`src/rtl/serial_sub_pkg.sv`:
```
// Shared definitions for the bit-serial subtractor.
//
// Contents:
//   state_t   - controller states (IDLE, RUN, DONE)
//   CNT_W     - bit counter width; sized for the largest legal WIDTH (16), so
//               one counter width serves every legal configuration (2..16)
package serial_sub_pkg;

  typedef enum logic [1:0] {
    IDLE = 2'd0,
    RUN  = 2'd1,
    DONE = 2'd2
  } state_t;

  localparam int SUB_WIDTH_MAX = 16;
  localparam int CNT_W         = $clog2(SUB_WIDTH_MAX);

endpackage

```
`src/rtl/sub_bit_cell.sv`:
```
// 1-bit full subtractor: d = x - y - bi (one bit), bo = borrow out.
//
// Ports:
//   x   in  minuend bit
//   y   in  subtrahend bit
//   bi  in  borrow in
//   d   out difference bit
//   bo  out borrow out
module sub_bit_cell (
  input  logic x,
  input  logic y,
  input  logic bi,
  output logic d,
  output logic bo
);

  assign d  = x ^ y ^ bi;
  // Borrow when y exceeds x, or when x == y and a borrow is already pending.
  assign bo = (~x & y) | (~(x ^ y) & bi);

endmodule

```
`src/rtl/serial_subtractor.sv`:
```
// Bit-serial WIDTH-bit subtractor: diff = a - b - b_in, LSB first, one bit
// per enabled clock, around a single sub_bit_cell.
//
// Handshake: start is sampled only in IDLE while ena=1; on acceptance a, b and
// b_in are captured, so they may change freely afterwards. busy is high for
// the WIDTH RUN cycles, done pulses for one cycle in DONE, and diff/b_out
// (plus ovf when built with it) are registered and held until the next
// completion. start seen in RUN or DONE is ignored, never queued. With ena=0
// every register holds, so an operation resumes exactly where it paused.
//
// Optional feature: define SUB_OVF_EN to add the ovf output (signed
// two's-complement overflow of the subtraction, held with diff).
//
// Ports:
//   clk, rst_n  clock (rising edge), asynchronous active-low reset
//   ena         clock enable; 0 freezes all state
//   start       operation request
//   a, b, b_in  minuend, subtrahend, borrow in
//   busy, done  RUN indicator, one-cycle completion pulse
//   diff, b_out result and final borrow
//   ovf         signed overflow (SUB_OVF_EN only)
//   dbg_state   current controller state, for observation
module serial_subtractor
  import serial_sub_pkg::*;
#(
  parameter int WIDTH = 8
) (
  input  logic             clk,
  input  logic             rst_n,
  input  logic             ena,
  input  logic             start,
  input  logic [WIDTH-1:0] a,
  input  logic [WIDTH-1:0] b,
  input  logic             b_in,
  output logic             busy,
  output logic             done,
  output logic [WIDTH-1:0] diff,
  output logic             b_out,
`ifdef SUB_OVF_EN
  output logic             ovf,
`endif
  output logic [1:0]       dbg_state
);

  state_t             state;
  logic [WIDTH-1:0]   sa;
  logic [WIDTH-1:0]   sb;
  // Holds the WIDTH-1 low result bits produced so far; the final bit is
  // joined directly into diff on the last edge.
  logic [WIDTH-2:0]   sd;
  logic               br;
  logic [CNT_W-1:0]   cnt;

  logic               d;
  logic               bo;
  logic [WIDTH-1:0]   sd_next;
  logic               last_bit;

`ifdef SUB_OVF_EN
  logic               a_msb;
  logic               b_msb;
`endif

  sub_bit_cell u_cell (
    .x  (sa[0]),
    .y  (sb[0]),
    .bi (br),
    .d  (d),
    .bo (bo)
  );

  assign sd_next   = {d, sd};
  assign last_bit  = (cnt == CNT_W'(WIDTH - 1));
  assign dbg_state = state;

  always_ff @(posedge clk or negedge rst_n) begin
    if (!rst_n) begin
      state <= IDLE;
      sa    <= '0;
      sb    <= '0;
      sd    <= '0;
      br    <= 1'b0;
      cnt   <= '0;
      busy  <= 1'b0;
      done  <= 1'b0;
      diff  <= '0;
      b_out <= 1'b0;
`ifdef SUB_OVF_EN
      a_msb <= 1'b0;
      b_msb <= 1'b0;
      ovf   <= 1'b0;
`endif
    end else if (ena) begin
      case (state)
        IDLE: begin
          done <= 1'b0;
          if (start) begin
            sa    <= a;
            sb    <= b;
            br    <= b_in;
            sd    <= '0;
            cnt   <= '0;
            busy  <= 1'b1;
`ifdef SUB_OVF_EN
            a_msb <= a[WIDTH-1];
            b_msb <= b[WIDTH-1];
`endif
            state <= RUN;
          end
        end
        RUN: begin
          sa  <= sa >> 1;
          sb  <= sb >> 1;
          sd  <= sd_next[WIDTH-1:1];
          br  <= bo;
          cnt <= cnt + CNT_W'(1);
          if (last_bit) begin
            diff  <= sd_next;
            b_out <= bo;
`ifdef SUB_OVF_EN
            // Overflow only when operand signs differ and the result sign
            // departs from the minuend's.
            ovf   <= (a_msb != b_msb) && (d != a_msb);
`endif
            busy  <= 1'b0;
            done  <= 1'b1;
            state <= DONE;
          end
        end
        DONE: begin
          done  <= 1'b0;
          state <= IDLE;
        end
        default: begin
          busy  <= 1'b0;
          done  <= 1'b0;
          state <= IDLE;
        end
      endcase
    end
  end

endmodule
```
`config.mk`:
```
export PLATFORM = sky130hd
export DESIGN_NAME = serial_subtractor
export DESIGN_NICKNAME = d
export VERILOG_FILES = /design/src/rtl/serial_sub_pkg.sv /design/src/rtl/sub_bit_cell.sv /design/src/rtl/serial_subtractor.sv
export SDC_FILE = /design/constraint.sdc
export NUM_CORES = 1
export LEC_CHECK = 0
export CAP_MARGIN = 10
export CORE_MARGIN = 4
export CORE_UTILIZATION = 50
export CTS_CLUSTER_DIAMETER = 50
export DETAILED_ROUTE_END_ITERATION = 16
export HOLD_SLACK_MARGIN = 0.06
export PLACE_DENSITY = 0.76
export SETUP_SLACK_MARGIN = 0.4
export SLEW_MARGIN = 20
export SYNTH_ARGS = -nofsm -noshare
export SYNTH_HDL_FRONTEND = slang
export SYNTH_HIERARCHICAL = 1
export SYNTH_SLANG_ARGS = --single-unit
```
`constraint.sdc`:
```
create_clock -name clk -period 2.3 [get_ports clk]
set_clock_uncertainty 0.15 [all_clocks]
set_input_delay 0.345 -clock clk [delete_from_list [all_inputs] [get_ports clk]]
set_output_delay 0.345 -clock clk [all_outputs]
set_load 0.02 [all_outputs]
```
==> Flow_metrics.wiki, run 1 <==
{| class="wikitable"
! Metric !! Value
|-
| Data arrival time of the critical path || 1.82 ns
|-
| Number of setup violations in the final report || 0
|-
| Antenna violations before repair || 0
|-
| Worst hold path type || register to register
|-
| Number of global-route vias before repair || 1223
|-
| Total gr overflow || 0
|-
| Status || complete, no violations
|-
| Utilization after layout || 64.45%
|-
| H-tree Lvls || 2
|-
| Min-delay src || sa[7]
|-
| Cell with the biggest individual delay on the critical path || clkdlybuf4s50_1
|-
| Xor-xnor portion of the synthesized cell area || 0%
|-
| Syn_nets || 153
|-
| Width of the die || 69.80 um
|-
| Pwr Total || 2979 uW
|-
| Clock input transition at the sequential cells of the worst setup and hold paths || 0.07 ns
|-
| Least-Margin Pin Slew || 0.8721 ns
|-
| Dpl hpwl || 2351 um
|-
| DRC marker count from the first detailed-route iteration || 60
|-
| Prevailing post-synth register cell || dfrtp_1
|-
| Register area share after synthesis || 53.74%
|-
| Effective utilization at floorplan || 51.76%
|-
| Post-route ant nets || 0
|-
| Critical register-to-register path endpoint || sb[3]
|-
| Post-synth ARST share || 100.0%
|-
| Highest achievable clock rate || 554.1 MHz
|-
| Worst Hold Path Cells || 1
|-
| Number of synthesized register bits || 41
|-
| Max cap viols || 0
|-
| Critical path class || input pin to register
|-
| Largest family of logic cells by synthesized area || multiplexers
|-
| CTS tree || yes
|-
| Number of standard-cell rows in the floorplan || 22
|-
| CTS Sinks || 41
|-
| Power per cell area || 1253 mW/mm^2
|-
| Buffers from clock root to sink, at most || 2
|-
| Wire length per cell after detailed routing || 15.05 um
|-
| Final critical path time including I/O delays and setup || 1.805 ns
|-
| Post-synthesis cell area || 0.001909 sq mm
|-
| Final worst-path cycle share || 78.47%
|-
| Fraction of the mapped netlist area in compound gates || 7.667%
|-
| Worst reg2reg path depth || 4
|-
| Chip Height || 69.80 um
|-
| Arithmetic-cell share of the synthesized area counting full adders, half adders and majority gates || 1.704%
|-
| Clock Latency Late Sink || 0.28 ns
|-
| Largest voltage drop on the vdd net || 0.6577 mV
|-
| Final wirelength || 3265 um
|-
| Worst Setup Start Kind || input pin
|-
| Endpoint required time on the critical path || 2.32 ns
|-
| DRC violation count after routing || 0
|-
| First-pass GRT wire length || 5789 um
|-
| Die footprint || 0.004871 sq mm
|-
| Post-place setup slack || 0.1839 ns
|-
| N_diodes || 0
|-
| Post-CTS repair timing setup buffer count || 0
|-
| Total clock buffers created by CTS || 5
|-
| Hold EP || sa[7]
|-
| Worst reg2reg startpoint || dbg_state[0]
|-
| Static power due to leakage || 0.001117 uW
|-
| Fraction of the mapped netlist area in simple logic gates || 5.439%
|-
| Highest cell delay on the worst timing path || 0.58 ns
|-
| Number of vias in the routed layout || 1158
|-
| Length of the first detailed-routing pass in iterations || 4
|-
| Total global routing track utilization || 14.64%
|-
| Average cell area after synthesis || 14.69 sq um
|-
| Yosys warnings || 6
|-
| Non-filler instance count after layout || 217
|-
| Fraction of synthesized area in multiplexers || 27.26%
|-
| Hold Fails Final Rpt || 0
|-
| Total negative slack for setup checks || 0 ns
|-
| Via density per instance || 5.336
|-
| Number of buffer and inverter instances along the worst setup path || 2
|-
| Fin worst setup slack || 0.4952 ns
|-
| Worst reg2reg setup slack || 0.56 ns
|-
| Number of cells after detailed placement || 209
|-
| Kind of end point of the critical path || register
|-
| Largest net degree at the start of global routing || 42
|-
| I/O pin count || 34
|-
| Post-synth EDFFs || 0
|-
| Buffer type at the clock tree root || clkbuf_8
|-
| Count of buffers inserted at the top-level ports || 33
|-
| List of cells traversed by the critical path || clkdlybuf4s50_1, and3b_1, and4b_1, buf_4, mux2_4
|-
| Nets || 192
|-
| Crit-path max FO || 9
|-
| Gate count after technology mapping || 130
|-
| Routability congestion estimate || 0.8344
|-
| Synth-to-Final Area Change || 24.51%
|-
| Std-Cell Core Area || 0.003689 sq mm
|-
| Fin. max-slew vios || 0
|-
| Worst slew slack as a fraction of its limit || 41.86%
|-
| Layout cell share with drive strength beyond 1 || 32.54%
|-
| Crit-path leading delay family || buffers and inverters
|-
| Logic depth of the worst setup path including buffers || 5
|-
| Worst setup startpoint || ena
|-
| Setup repair after global routing missed its margin || false
|-
| Netlist cell types || 32
|}
[layer usage]
layer	global-route usage [%]	wire length, um	vias to the layer above
met5	0	0	-
met4	5.106	42	0
met3	3.623	130	5
met2	23.29	1632	21
met1	19.46	1460	589
li1	-	-	543
[logic make-up after synthesis]
logic type / count (synthesis)
buffers and inverters: 12
flip-flops: 41
adder cells (fa/ha/maj): 2
AO/OA/AOI/OAI: 18
AND/OR/NAND/NOR: 16
multiplexers: 41
[cells in the mapped netlist (all sizes together), types with 2 or more instances]
cell type  instances  area share [%]
dfrtp             41              54
mux2              40              27
a22o               8             3.7
buf                6             3.0
inv                6             1.2
nand3              3            0.79
o21ai              3            0.98
a21bo              2             1.0
nand2              2            0.39
nand4              2            0.66
[worst max-delay path by stage]
stage | end
after floorplan | diff[0]
after global placement | diff[7]
after detailed placement | diff[5]
after CTS | dbg_state[1]
after global routing | diff[5]
final | diff[5]
[report_power, final]
group	internal (uW)	switching, uW
Clock	238	219
Sequential	1030	218
Combinational	778	498
[through the flow]
step / cell area (sq um) / hold slack [ns]
floorplan: 1909 / -0.1006
global placement: 2280 / 0.3270
detailed placement: 2280 / 0.3342
CTS: 2375 / 0.3500
global route: 2377 / 0.3623
finish: 2377 / 0.3438
[area by class of cell]
class | count | area (sq um)
multi-input combinational | 77 | 803.3
sequential | 41 | 1026
inverter | 6 | 22.52
fill | 297 | 1311
timing repair buffer | 38 | 379.1
clock buffer | 7 | 86.33
tap | 48 | 60.06
[what timing repair did]
item,in CTS,in global routing
hold buffers,1,0
setup endpoints to repair,1,1
pin swaps,0,0
hold endpoints to repair,41,0
gates resized for setup,1,1
[sequential cells by signal, indices dropped and copies added, names as in the netlist]
name,count
sb,8
dbg_state,2
b_out,1
sd,7
br,1
diff,8
busy,1
cnt,4
sa,8
done,1
[cell usage in the layout (no fill, tap or decap), types with 2 or more instances in the layout]
master,count
buf_4,3
nand3_1,3
o21ai_0,2
inv_1,6
nand4_1,2
mux2_4,16
nand2_1,2
mux2_2,24
clkbuf_8,6
dfrtp_1,41
clkdlybuf4s50_1,30
a22o_1,8
a21bo_2,2
Note: power is estimated with default switching activity, not from simulation.
==> inputs of run 2 (changes only) <==
Clock period 2.3 ns to 1.7 ns, I/O delays scaled along.
==> Flow_metrics.wiki, run 2 (same netlist as run 1, synthesis figures left out) <==
{| class="wikitable"
! Metric !! Value
|-
| Status || complete, no violations
|-
| Wire length per cell after detailed routing || 17.68 um (+18%)
|-
| Die footprint || 0.004871 sq mm (unchanged)
|-
| Post-place setup slack || -0.2498 ns (-0.4337 ns)
|-
| Via density per instance || 5.519 (+3.4%)
|-
| Fill cell instance count of the final layout || 251 (-15%)
|-
| Hold Fails Final Rpt || 0 (unchanged)
|-
| First-pass GRT wire length || 6962 um (+20%)
|-
| Dpl hpwl || 2662 um (+13%)
|-
| Final cell area excluding filler cells || 0.002641 sq mm (+11%)
|-
| Routability congestion estimate || 0.8444 (+1.2%)
|-
| DRC marker count from the first detailed-route iteration || 67 (+12%)
|-
| Worst reg2reg setup slack || 0.05 ns (-0.51 ns)
|-
| Synth-to-Final Area Change || 38.34%
|-
| Largest net degree at the start of global routing || 20 (-52%)
|-
| Std-Cell Core Area || 0.003689 sq mm (unchanged)
|-
| Worst reg2reg startpoint || dbg_state[1]
|-
| Instance area after placement || 0.002376 sq mm (+4.2%)
|-
| Chip Height || 69.80 um (unchanged)
|-
| N_diodes || 0 (unchanged)
|-
| Buffers from clock root to sink, at most || 2 (unchanged)
|-
| Number of setup violations in the final report || 0 (unchanged)
|-
| I/O pin count || 34 (unchanged)
|-
| Highest achievable clock rate || 606.2 MHz
|-
| Number of standard-cell rows in the floorplan || 22 (unchanged)
|-
| Worst reg2reg path depth || 4 (unchanged)
|-
| Cell with the biggest individual delay on the critical path || dfrtp_2
|-
| Worst Setup Start Kind || register
|-
| Final wirelength || 4191 um (+28%)
|-
| Total gr overflow || 0 (unchanged)
|-
| H-tree Lvls || 2 (unchanged)
|-
| Worst setup path endpoint || diff[4]
|-
| Worst setup startpoint || dbg_state[1]
|-
| CTS Sinks || 41 (unchanged)
|-
| Data arrival time of the critical path || 1.67 ns (-0.15 ns)
|-
| Utilization after layout || 71.61% (+7.2 points)
|-
| DRC violation count after routing || 0 (unchanged)
|-
| Pwr Total || 4726 uW (+59%)
|-
| Most common library cell in the layout ignoring fill and taps || dfrtp_1
|-
| Buffer type at the clock tree root || clkbuf_8
|-
| Fin worst setup slack || 0.05038 ns (-0.4449 ns)
|-
| Antenna violations before repair || 0 (unchanged)
|-
| Number of vias in the routed layout || 1308 (+13%)
|-
| Length of the first detailed-routing pass in iterations || 4 (unchanged)
|-
| CTS tree || yes
|-
| Logic depth of the worst setup path including buffers || 4 (-1)
|-
| Least-Margin Pin Slew || 0.3408 ns (-0.5313 ns)
|-
| Total clock buffers created by CTS || 5 (unchanged)
|-
| Endpoint required time on the critical path || 1.73 ns (-0.59 ns)
|-
| Largest registers ranked by flip-flop count || diff x8, sa x8, sb x8
|-
| Effective utilization at floorplan || 51.76% (unchanged)
|-
| Final worst-path cycle share || 97.04%
|-
| Static power due to leakage || 0.001276 uW (+14%)
|-
| Final critical path time including I/O delays and setup || 1.650 ns
|-
| Worst slew slack as a fraction of its limit || 77.28% (+35 points)
|-
| Fin. max-slew vios || 0 (unchanged)
|-
| Kind of end point of the critical path || register
|-
| Critical register-to-register path endpoint || diff[4]
|-
| Clock input transition at the sequential cells of the worst setup and hold paths || 0.08 ns (about the same)
|-
| Largest voltage drop on the vdd net || 0.9035 mV (+37%)
|-
| Max cap viols || 0 (unchanged)
|-
| Crit-path max FO || 8 (-1)
|-
| Count of buffers inserted at the top-level ports || 33 (unchanged)
|-
| Crit-path leading delay family || simple AND/OR/NAND/NOR gates
|-
| List of cells traversed by the critical path || and3b_1, and4b_2, buf_12, mux2_4
|-
| Worst hold path type || input pin to async pin
|-
| Nets || 211 (+9.9%)
|-
| Width of the die || 69.80 um (unchanged)
|-
| Total global routing track utilization || 18.02% (+3.4 points)
|-
| Power per cell area || 1789 mW/mm^2 (+43%)
|-
| Critical path class || register to register
|-
| Clock Latency Late Sink || 0.29 ns (about the same)
|-
| Top library cells by usage in the layout, fill and taps aside || 38 x dfrtp_1, 21 x mux2_2, 19 x mux2_4
|-
| Post-route ant nets || 0 (unchanged)
|-
| Setup repair after global routing missed its margin || true
|-
| Number of buffer and inverter instances along the worst setup path || 1 (-1)
|-
| Layout cell share with drive strength beyond 1 || 52.91% (+20 points)
|-
| Highest cell delay on the worst timing path || 0.44 ns (-0.14 ns)
|-
| Number of global-route vias before repair || 1449 (+18%)
|}
[run 2: how the worst min path moves through the flow]
stage,startpoint,end,depth (start not counted)
floorplan,rst_n,b_out,0
global placement,rst_n,done,1
detailed placement,rst_n,diff[0],1
CTS,rst_n,diff[0],2
global route,rst_n,diff[0],2
finish,rst_n,diff[0],2
[run 2: timing repair]
action,CTS,global route
hold buffers,1,0
gates resized for setup,61,17
cloned,1,2
pin swaps,5,3
endpoints found under the hold margin,19,0
setup buffers,4,3
endpoints found under the setup margin,54,44
[run 2: metrics by stage]
step | hold slack, ns | setup TNS (ns) | instances
floorplan | -0.1906 | -0.2357 | 130
global placement | 0.01061 | -3.827 | 218
detailed placement | 0.02163 | -4.274 | 218
CTS | 0.2480 | 0 | 232
global route | 0.2876 | -0.002009 | 237
finish | 0.2483 | 0 | 237
[run 2: layout make-up]
| class | count | area (sq um) | share of cell area, % |
|---|---|---|---|
| clock buffer | 7 | 86.33 | 3.269 |
| timing repair buffer | 57 | 548.0 | 20.75 |
| clock inverter | 1 | 30.03 | 1.137 |
| inverter | 6 | 22.52 | 0.8527 |
| tap | 48 | 60.06 | 2.274 |
| sequential | 41 | 1030 | 38.99 |
| multi-input combinational | 77 | 864.6 | 32.73 |
[run 2: metal layers]
metal | GRT usage (%) | part of all wire, %
met1 | 21.76 | 41
met2 | 30.22 | 52
met3 | 4.783 | 5.1
met4 | 7.660 | 1.7
met5 | 0 | 0
[run 2: report_power, final]
part	internal, uW	total (uW)	leakage [uW]	switching [uW]
registers	1390	1700	0.000518	303
clock network	478	793	0.0000585	315
logic	1350	2240	0.000700	890
==> inputs of run 3 (changes only) <==
Settings changed: HOLD_SLACK_MARGIN 0.06 to 0.02.
==> results of run 3 <==
Same layout as run 2: the final DEF is identical, and so are final timing and power.
